`src/rtl/image_frame_loader.sv`:
```
// Captures an 8x8 binary image one row per cycle, signals the convolution stage when a
// frame is complete, and serves zero-padded pixel reads while the frame is held.
module image_frame_loader #(
  parameter int unsigned ROWS = 8,
  parameter int unsigned COLS = 8,
  parameter int unsigned CW   = 5
) (
  input  logic                 clk,
  input  logic                 reset,
  input  logic                 ena,
  input  logic [COLS-1:0]      in_data,
  input  logic                 in_valid,
  output logic                 in_ready,
  input  logic                 frame_abort,
  input  logic                 proc_done,
  input  logic signed [CW-1:0] rd_x,
  input  logic signed [CW-1:0] rd_y,
  output logic                 rd_pixel,
  output logic                 start_processing,
  output logic                 frame_loaded,
  output logic [3:0]           row_count
);

  localparam int unsigned XW = (COLS > 1) ? $clog2(COLS) : 1;
  localparam int unsigned YW = (ROWS > 1) ? $clog2(ROWS) : 1;

  typedef enum logic [1:0] {StLoad, StStart, StHold} state_e;

  state_e                   state;
  logic [ROWS-1:0][COLS-1:0] frame;
  logic                     accept;
  logic                     x_in, y_in;

  // ena gates readiness so a disabled loader never appears to take a row
  assign in_ready         = ena && !reset && (state == StLoad);
  assign accept           = in_ready && in_valid && !frame_abort;
  assign start_processing = ena && (state == StStart);
  assign frame_loaded     = (state != StLoad);

  always_ff @(posedge clk) begin
    if (reset) begin
      state     <= StLoad;
      row_count <= '0;
      frame     <= '0;
    end else if (ena) begin
      unique case (state)
        StLoad: begin
          if (frame_abort) begin
            row_count <= '0;
          end else if (accept) begin
            frame[row_count[YW-1:0]] <= in_data;
            row_count                <= row_count + 4'd1;
            if (row_count == 4'(ROWS - 1)) state <= StStart;
          end
        end
        StStart: state <= StHold;
        StHold: begin
          if (proc_done) begin
            row_count <= '0;
            state     <= StLoad;
          end
        end
        default: state <= StLoad;
      endcase
    end
  end

  // Sign bit set means negative coordinate, which pads to zero
  assign x_in = !rd_x[CW-1] && (rd_x < CW'(COLS));
  assign y_in = !rd_y[CW-1] && (rd_y < CW'(ROWS));

  always_comb begin
    rd_pixel = 1'b0;
    if (x_in && y_in) rd_pixel = frame[rd_y[YW-1:0]][rd_x[XW-1:0]];
  end

endmodule

```
`config.mk`:
```
export PLATFORM = sky130hd
export DESIGN_NAME = image_frame_loader
export DESIGN_NICKNAME = d
export VERILOG_FILES = /design/src/rtl/image_frame_loader.sv
export SDC_FILE = /design/constraint.sdc
export NUM_CORES = 1
export LEC_CHECK = 0
export ABC_AREA = 1
export CORE_ASPECT_RATIO = 1.25
export CORE_MARGIN = 3
export CORE_UTILIZATION = 55
export DETAILED_ROUTE_END_ITERATION = 7
export GPL_TIMING_DRIVEN = 0
export PLACE_DENSITY = 0.8
export SYNTH_ARGS = -nofsm -noshare
export SYNTH_HDL_FRONTEND = slang
export SYNTH_SLANG_ARGS = --single-unit
```
`constraint.sdc`:
```
create_clock -name clk -period 1.7 [get_ports clk]
set_input_delay 0.17 -clock clk [delete_from_list [all_inputs] [get_ports clk]]
set_output_delay 0.17 -clock clk [all_outputs]
set_load 0.02 [all_outputs]
```
Yosys cells after proc, flatten, opt, wreduce, memory -nomap -nowiden
Cells that the tools add are included.
Operators by class
  reductions and logical operators: 19
  muxes and demuxes: 17
  equal/unequal tests: 8
  bitwise gates (word level): 1
  order comparisons: 6
  add/sub/neg operators: 1
Operators with widths (count)
  bitwise mux 64 bit: 1
  binary-select mux 8 bit (select 3 bit): 1
  demux 8 bit (select 3 bit): 1
  two-way mux 8 bit: 2
  < comparator 3 x 4 -> 1 bit, second input constant: 3
  two-way mux 4 bit: 3
  < comparator 5 x 4 -> 1 bit, second input constant: 2
  logical AND 1 bit: 9
  two-way mux 2 bit: 4
  one-hot mux 4 bit (2 select lines): 1
  AND reduction 4 bit: 2
  inequality test 2 bit, second input constant: 3
  one-hot mux 2 bit (3 select lines): 1
  AND reduction 5 bit: 1
  adder 4 x 1 -> 4 bit, second input constant: 1
  equality test 4 x 3 -> 1 bit, second input constant: 1
  logical NOT 1 bit: 4
  nonzero test 2 bit: 2
  binary-select mux 1 bit (select 3 bit): 1
  >= comparator 3 x 1 -> 1 bit, second input constant: 1
  inequality test 3 bit, second input constant: 1
  equality test 2 x 1 -> 1 bit, second input constant: 1
  equality test 2 bit, second input constant: 1
  logical NOT 2 bit: 1
  3 further kinds: 4
Word-level totals
  input port bits: 24
  logic and storage cells: 62
  flip-flop bits (word level): 70
  output and inout port bits: 8

Depth between registers and ports, before layout
Gate-level depths: netlist of run 1.
  depth in word-level cells: 8
  depth in mapped cells: 11
  gate-level depth less buffers: 9

Worst setup path before layout of run 1
Ideal clock, no wire load.
  path type: input-to-output
  start: in rd_y[0]
  end: out rd_pixel
  data required time: 1.530 ns
  stages: 11
  buffers on the path: 2
  setup slack: 0.196 ns
  arrival time: 1.334 ns
  cells stage by stage: buf_2 -> inv_1 -> buf_4 -> nand2_1 -> nand3_1 -> nand3_1 -> nand2_1 -> nand2_1 -> nand3_1 -> nand3_1 -> a21oi_1
Between the ends
  longest elaborated chain between the ends: 5
  elaborated cells on any way between the ends: 8
  classes of those cells: order compare: 1; mux: 5; reduce/logical: 2
Ends and longest elaborated chain
  start: declaration: line 17  | input logic signed [CW-1:0] rd_y,
  binary-select mux 8 bit (select 3 bit): line 74  | if (x_in && y_in) rd_pixel = frame[rd_y[YW-1:0]][rd_x[XW-1:0]];
  two-way mux 8 bit (implied by the code): line 74
  binary-select mux 1 bit (select 3 bit): line 74
  two-way mux 1 bit (implied by the code): line 74
  two-way mux 1 bit *: line 74
  end: declaration: line 18  | output logic rd_pixel,
Every way passes the cells marked *; elsewhere a longest branch is shown, timed or not. The select of a mux whose other input is x is not followed.

Worst setup path in the final report of run 1
  start: reg frame[28] (netlist bit)
  end: out rd_pixel
Between the ends
  longest elaborated chain between the ends: 5
Ends and longest elaborated chain
  start: declaration: line 30  | logic [ROWS-1:0][COLS-1:0] frame;
  start signal: indexed assignment: line 51  | frame[row_count[YW-1:0]] <= in_data;
  binary-select mux 8 bit (select 3 bit): line 74
  two-way mux 8 bit (implied by the code): line 74
  binary-select mux 1 bit (select 3 bit): line 74
  two-way mux 1 bit (implied by the code): line 74
  two-way mux 1 bit: line 74
No other way between the ends. The select of a mux whose other input is x is not followed.

==> flow_metrics.py, run 1 <==
metrics = {
    "worst_setup_path": {
        "end_kind": "output pin",
        "critPathSlowestCell": "dfxtp_1",
        "crit_chain": "nand2_1 -> nand3_2 -> nand3_1 -> nand2_1 -> nand2_1 -> nand3_2 -> nand3_2 -> a21oi_2 -> buf_4",
        "r2r-end": "frame[42]",
        "start_kind": "flip-flop",
        "reg2reg_from": "state[1]",
        "crit_family": "simple AND/OR/NAND/NOR gates",
        "cp_max_fo": 2,
        "worstPathRequired_ns": 1.53,
        "cp.arrival_ns": 1.56,
        "crit_buf_inv": 1,
        "r2r_cells": 8,
        "r2r_setup_slack_ns": 0.16,
        "critical_path_class": "flip-flop to output pin",
        "cpPeakStageDelay_ns": 0.33,
    },
    "yosys": {
        "synth_area_leaders": "dfxtp_1, nor2_1, nand2_1",
        "synthSimpleGateAreaFrac_pct": 40.58,
        "ys_ff_latch": 70,
        "syn-num-nets": 521,
        "muxShareOfSynthArea_pct": 0,
        "synth_edf_count": 0,
        "synth.top_cell.area_share_pct": 40.33,
        "syn_area_um2": 3475,
        "ys_types": 26,
        "synth_most_common_cell": "nor2_1",
        "synth_top_family_by_area": "simple AND/OR/NAND/NOR gates",
        "yosys.area.top_type": "dfxtp_1",
        "synthArstFlopShare_pct": 0,
        "yosys.area_share.xor_xnor_pct": 0,
        "yosys.area_share.adder_pct": 0.3601,
        "ys.flop_type": "dfxtp_1",
        "synthCells": 496,
        "synth-compound-area-share_pct": 10.80,
        "avgSynthCellArea_um2": 7.005,
        "ys_seq_area_share_pct": 40.33,
        "synth_common_cells": "nor2_1, nand2_1, dfxtp_1",
        "yosys_warnings": 0,
    },
    "final_layout": {
        "regArea_um2": 1434,
        "areaGrowthSynthToFinish_pct": 17.83,
        "nFillCells": 528,
        "nets": 553,
        "multi_input_area_um2": 1894,
        "antennaDiodeCount": 0,
        "fin_area_um2": 4094,
        "drive_above_1_share_pct": 19.59,
    },
    "place": {
        "portBuffers": 20,
        "routabilityCongestion": 0.9621,
        "dp_hpwl_um": 6682,
        "placed_area_um2": 3777,
    },
    "clocking": {
        "cts_buffers": 9,
        "clk_latency_ns": 0.36,
        "cts_tree": "built",
        "clockBufferDepth": 2,
        "root_buffer": "clkbuf_8",
        "cts.sink_count": 70,
        "clk_pin_slew_ns": 0.07,
        "htreeDepth": 3,
    },
    "timing": {
        "fin_crit_sh_pct": 101.7,
        "hold_ws_ns": 0.08558,
        "finalHoldViolations": 0,
        "period_needed_ns": 1.728,
        "rsz0062_at_grt": "yes",
        "worst_slew_pin_slew_ns": 0.4729,
        "finClkSkew_ns": 0.01010,
        "setup_tns_ns": -0.02822,
        "setup_viol": 1,
        "fmax_ghz": 0.5786,
        "drv_slew": 0,
        "slew_headroom_pct": 68.47,
        "setup_ws_ns": -0.02822,
    },
    "drt": {
        "drtIter0Drc": 388,
        "wl_per_cell_um": 16.06,
        "ant_nets": 0,
        "routed_wl_um": 9846,
        "drc": 0,
        "drtPass1Iterations": 5,
        "vias": 3449,
        "routed_via_density": 5.626,
    },
    "die": {
        "core-area_um2": 5973,
        "die_area_um2": 7313,
        "die_x_um": 77.09,
        "initial_core_util_pct": 58.17,
        "num_rows": 31,
        "ios": 32,
        "die_height_um": 94.87,
    },
    "power_and_ir_drop": {
        "p_leak_nw": 1.952,
        "peakVddDrop_mv": 0.5989,
        "power.density_nw_per_um2": 790.0,
    },
    "min_path": {
        "holdPathStages": 3,
        "min_from": "in_data[4]",
        "min_path_type": "input port to flip-flop",
        "timing.hold.worst_endpoint": "frame[20]",
    },
    "global_routing": {
        "grt_pass1_wl_um": 15440,
        "overflow": 0,
        "grt_pass1_vias": 3283,
        "track_usage_pct": 27.57,
        "grt_max_degree": 11,
        "antenna_found_initial": 0,
    },
    "status": {
        "failed_checks": "negative setup slack",
        "status": "complete, but fails checks",
    },
    "flow_run": {
        "maxCapViolations": 0,
    },
}
-- where the power goes --
group	internal (mW)	leakage, nW	switching, mW
logic	0.115	1.28	0.220
registers	1.65	0.578	0.00986
clock network	0.632	0.0914	0.605
-- layout make-up --
cell class	count	share of cell area, %
Multi-Input combinational cell	372	46.27
Tap cell	82	2.506
Clock inverter	1	0.1222
Sequential cell	70	35.02
Clock buffer	13	4.126
Timing Repair Buffer	21	5.012
Buffer	26	3.973
Inverter	28	2.965
-- worst max path at each step --
stage                         start       end  slack (ns)  depth (start not counted)
final                     frame[28]  rd_pixel       -0.03                          9
after global routing      frame[28]  rd_pixel       -0.08                          9
after CTS                 frame[11]  rd_pixel     -0.0004                          9
after detailed placement    rd_y[1]  rd_pixel       -0.46                         11
after global placement      rd_y[1]  rd_pixel       -0.46                         11
after floorplan             rd_y[0]  rd_pixel        0.20                         11
-- cell families (layout without fill, tap and decap cells) --
| family | Yosys count | after routing |
|---|---|---|
| adder cells (fa/ha/maj) | 1 | 1 |
| AO/OA/AOI/OAI | 73 | 73 |
| AND/OR/NAND/NOR | 298 | 298 |
| buffers and inverters | 54 | 89 |
| flip-flops | 70 | 70 |
-- layout by cell type (no fill, tap or decap), drive strengths merged, types with 4 or more instances in the layout --
master,count
nor3,5
inv,27
nor2,144
clkbuf,20
buf,21
clkdlybuf4s50,16
nand3,54
nand2,90
o21ai,67
dfxtp,70
a21oi,4
-- tightest hold or removal path: cells and delay by family --
family	cells	cell delay (ns)
simple gates	2	0.13
buf+inv	1	0.11
-- timing repair --
action / CTS / global route
hold buffers: 0 / 0
gates cloned: 0 / 0
endpoints found under the setup margin: 5 / 4
setup buffers: 0 / 1
pin swaps: 0 / 9
gates resized for setup: 13 / 46
-- state kept, by name, indices dropped and copies added, names as in the netlist --
| name | cells |
|---|---|
| frame | 64 |
| row_count | 4 |
| state | 2 |
-- per-stage QoR --
step	power, mW	util, %	instances	setup WS [ns]
6_report	3.234	68.54	613	-0.02822
5_1_grt	3.331	68.54	613	-0.08277
4_1_cts	3.206	66.21	612	-0.0004431
3_5_place_dp	2.007	63.24	598	-0.4584
3_3_place_gp	2.002	63.24	598	-0.4623
2_1_floorplan	1.888	-	496	0.1961
-- layer usage --
metal	track usage [%]	up-vias	part of all wire [%]
met5	0	-	0
met4	15.13	0	4.1
met3	5.916	34	7.4
met2	47.31	170	48
met1	32.17	1579	41
li1	-	1666	-
Note: power is estimated with default switching activity, not from simulation.
==> run 2: changes to the inputs <==
Settings changed: SLEW_MARGIN set to 20, TNS_END_PERCENT set to 5.
==> results of run 2 <==
The final DEF is identical to that of run 1; final timing and power are the same.
Among the figures that moved: number of gates resized after CTS 13 -> 9
==> run 3: changes to the inputs <==
Settings changed: ABC_AREA 1 to 0, GPL_TIMING_DRIVEN 0 to 1.
==> run 3 against run 2 <==
Compared with the run above: the flow still finishes with violations (negative setup slack); wire length fell by 26%; flip-flop and latch count unchanged; non-clock buffer count increased by 20; worst hold slack improved by 0.22 ns; sequential share of layout area is 0.38 points lower; clock skew fell by 0.0045 ns; combinational power fell by 17%; clock power fell by 6%; sequential power about the same; maximum frequency decreased by 25%; synthesized area down 5.9%; final area decreased by 0.76%; largest power group unchanged.
==> flow_metrics.py, run 3 <==
metrics = {
    "yosys": {
        "syn-num-nets": 348,
        "synthCells": 323,
        "synth.top_cell.area_share_pct": 42.85,
        "ys_types": 43,
        "ys_ff_latch": 70,
        "synth_edf_count": 0,
        "ys.flop_type": "dfxtp_1",
        "synthArstFlopShare_pct": 0,
        "synth_most_common_cell": "nor2_1",
        "avgSynthCellArea_um2": 10.13,
        "synth_common_cells": "nor2_1, mux2i_1, dfxtp_1",
        "yosys_warnings": 0,
        "yosys.area.top_type": "dfxtp_1",
        "syn_area_um2": 3271,
        "ys_seq_area_share_pct": 42.85,
        "synth_area_leaders": "dfxtp_1, mux2i_1, mux4_2",
    },
    "place": {
        "dp_hpwl_um": 5145,
        "portBuffers": 31,
        "routabilityCongestion": 0.8976,
        "placed_area_um2": 3856,
    },
    "worst_setup_path": {
        "cp.arrival_ns": 2.14,
        "end_kind": "output pin",
        "cp_max_fo": 2,
        "crit_chain": "mux4_2 -> mux2_4 -> or3_1 -> o2111ai_2 -> o41ai_4 -> buf_4",
        "start_kind": "flip-flop",
        "cpPeakStageDelay_ns": 0.47,
        "crit_family": "multiplexers",
        "r2r_setup_slack_ns": -0.06,
        "worstPathRequired_ns": 1.53,
        "critical_path_class": "flip-flop to output pin",
        "critPathSlowestCell": "mux4_2",
        "crit_buf_inv": 1,
    },
    "final_layout": {
        "nets": 396,
        "fin_area_um2": 4063,
        "largest_register": "frame",
        "areaGrowthSynthToFinish_pct": 24.22,
        "fin_util_pct": 72.64,
        "drive_above_1_share_pct": 22.93,
        "antennaDiodeCount": 0,
        "layout_commonest_cell": "nor2_1",
        "mostFrequentLayoutCells": "nor2_1, mux2i_1, dfxtp_1, buf_4, clkdlybuf4s50_1",
        "largest_register_ff_count": 64,
        "largestRegisters": "frame: 64 flops, row_count: 4 flops, state: 2 flops",
    },
    "clocking": {
        "cts_tree": "built",
        "cts_buffers": 9,
        "htreeDepth": 3,
        "clockBufferDepth": 2,
        "cts.sink_count": 70,
        "cts_setup_buffers": 0,
        "root_buffer": "clkbuf_8",
        "clk_latency_ns": 0.35,
        "clk_pin_slew_ns": 0.07,
        "cts_hold_buf": 0,
    },
    "drt": {
        "highest_layer": "met4",
        "wl_per_cell_um": 16.59,
        "wl_met2_um": 3665,
        "ant_nets": 0,
        "vias": 2494,
        "drc": 0,
        "drtPass1Iterations": 4,
        "routed_via_density": 5.681,
        "drtIter0Drc": 129,
        "wl_met1_um": 3076,
        "routed-wl-met3_um": 350,
        "routed_wl_um": 7285,
    },
    "timing": {
        "fmax_ghz": 0.4329,
        "setup_viol": 10,
        "fin_crit_sh_pct": 135.9,
        "drv_slew": 0,
        "worst_slew_pin_slew_ns": 0.6823,
        "finalHoldViolations": 0,
        "setup_ws_ns": -0.6100,
        "period_needed_ns": 2.310,
        "slew_headroom_pct": 54.51,
        "rsz0062_at_grt": "yes",
        "finClkSkew_ns": 0.005638,
    },
    "power_and_ir_drop": {
        "total_power_mw": 3.094,
        "p_leak_nw": 1.797,
        "power.density_nw_per_um2": 761.5,
        "peakVddDrop_mv": 0.5949,
    },
    "flow_run": {
        "maxCapViolations": 0,
    },
    "die": {
        "die_area_um2": 6914,
        "die_height_um": 92.22,
        "num_rows": 30,
        "ios": 32,
        "core-area_um2": 5593,
        "initial_core_util_pct": 58.48,
        "die_x_um": 74.98,
    },
    "status": {
        "status": "complete, but fails checks",
        "failed_checks": "negative setup slack",
    },
    "global_routing": {
        "overflow": 0,
        "grt_pass1_wl_um": 11900,
        "grt_pass1_vias": 2499,
        "antenna_found_initial": 0,
        "track_usage_pct": 23.15,
        "grt_max_degree": 68,
    },
    "min_path": {
        "min_path_type": "input port to flip-flop",
    },
}
## run 3: cells by family (layout without fill, tap and decap cells)
kind of cell | Yosys count | in the layout | synth area share [%]
AOI/OAI and AO/OA | 17 | 17 | 3.979
xor gates and xnor gates | 2 | 2 | 0.5357
adders and majority gates | 1 | 1 | 0.3825
buffers and inverters | 34 | 86 | 4.399
DFF | 70 | 70 | 42.85
muxes | 86 | 86 | 31.37
and+or+nand+nor | 113 | 113 | 16.49
## run 3: path summary, 6_finish.rpt
check | end | start | depth (start not counted)
worst max-delay path | rd_pixel | frame[27] | 6
worst min-delay path | state[0] | reset | 5
worst max register to register | frame[5] | state[0] | 7
worst min register to register | frame[25] | frame[25] | 2
## run 3: metrics by stage
stage / setup WS [ns] / hold WS [ns] / TNS, ns / instances
6_report: -0.6100 / 0.3079 / -0.8968 / 439
5_1_grt: -0.6538 / 0.3315 / -3.927 / 439
4_1_cts: -0.6151 / 0.3043 / -0.7075 / 439
3_5_place_dp: -1.133 / 0.4816 / -16.50 / 424
3_3_place_gp: -1.081 / 0.4676 / -15.38 / 424
2_1_floorplan: -0.09970 / 0.2812 / -4.504 / 323
## run 3: power by group
part	switching (mW)	leakage (nW)	internal, mW
Combinational	0.141	1.14	0.139
Clock	0.599	0.0889	0.556
Sequential	0.0102	0.567	1.65
Total	0.750	1.80	2.34
## run 3: timing repair
action / in CTS / in global routing
pin swaps: 1 / 4
hold endpoints to repair: 0 / 0
setup endpoints to repair: 21 / 59
gates resized for setup: 21 / 10
## run 3: cell type report
type	instances	area, µm²
clock buffer	11	141.4
clock inverter	4	23.77
fill	424	1530
inverter	4	15.01
multi-input combinational	219	1792
sequential	70	1408
tap	64	80.08
timing repair buffer	67	603.1
## run 3: worst min-delay path, delay by kind of cell
| kind | cells | cell delay (ns) |
|---|---|---|
| buffers and inverters | 2 | 0.24 |
| AND/OR/NAND/NOR | 2 | 0.12 |
| AO/OA/AOI/OAI | 1 | 0.07 |
## run 3: metal layers
metal  vias up  GRT usage (%)
met5         -              0
met4         0          11.57
met3        16          6.579
met2        59          36.34
met1      1199          28.33
li1       1220              -
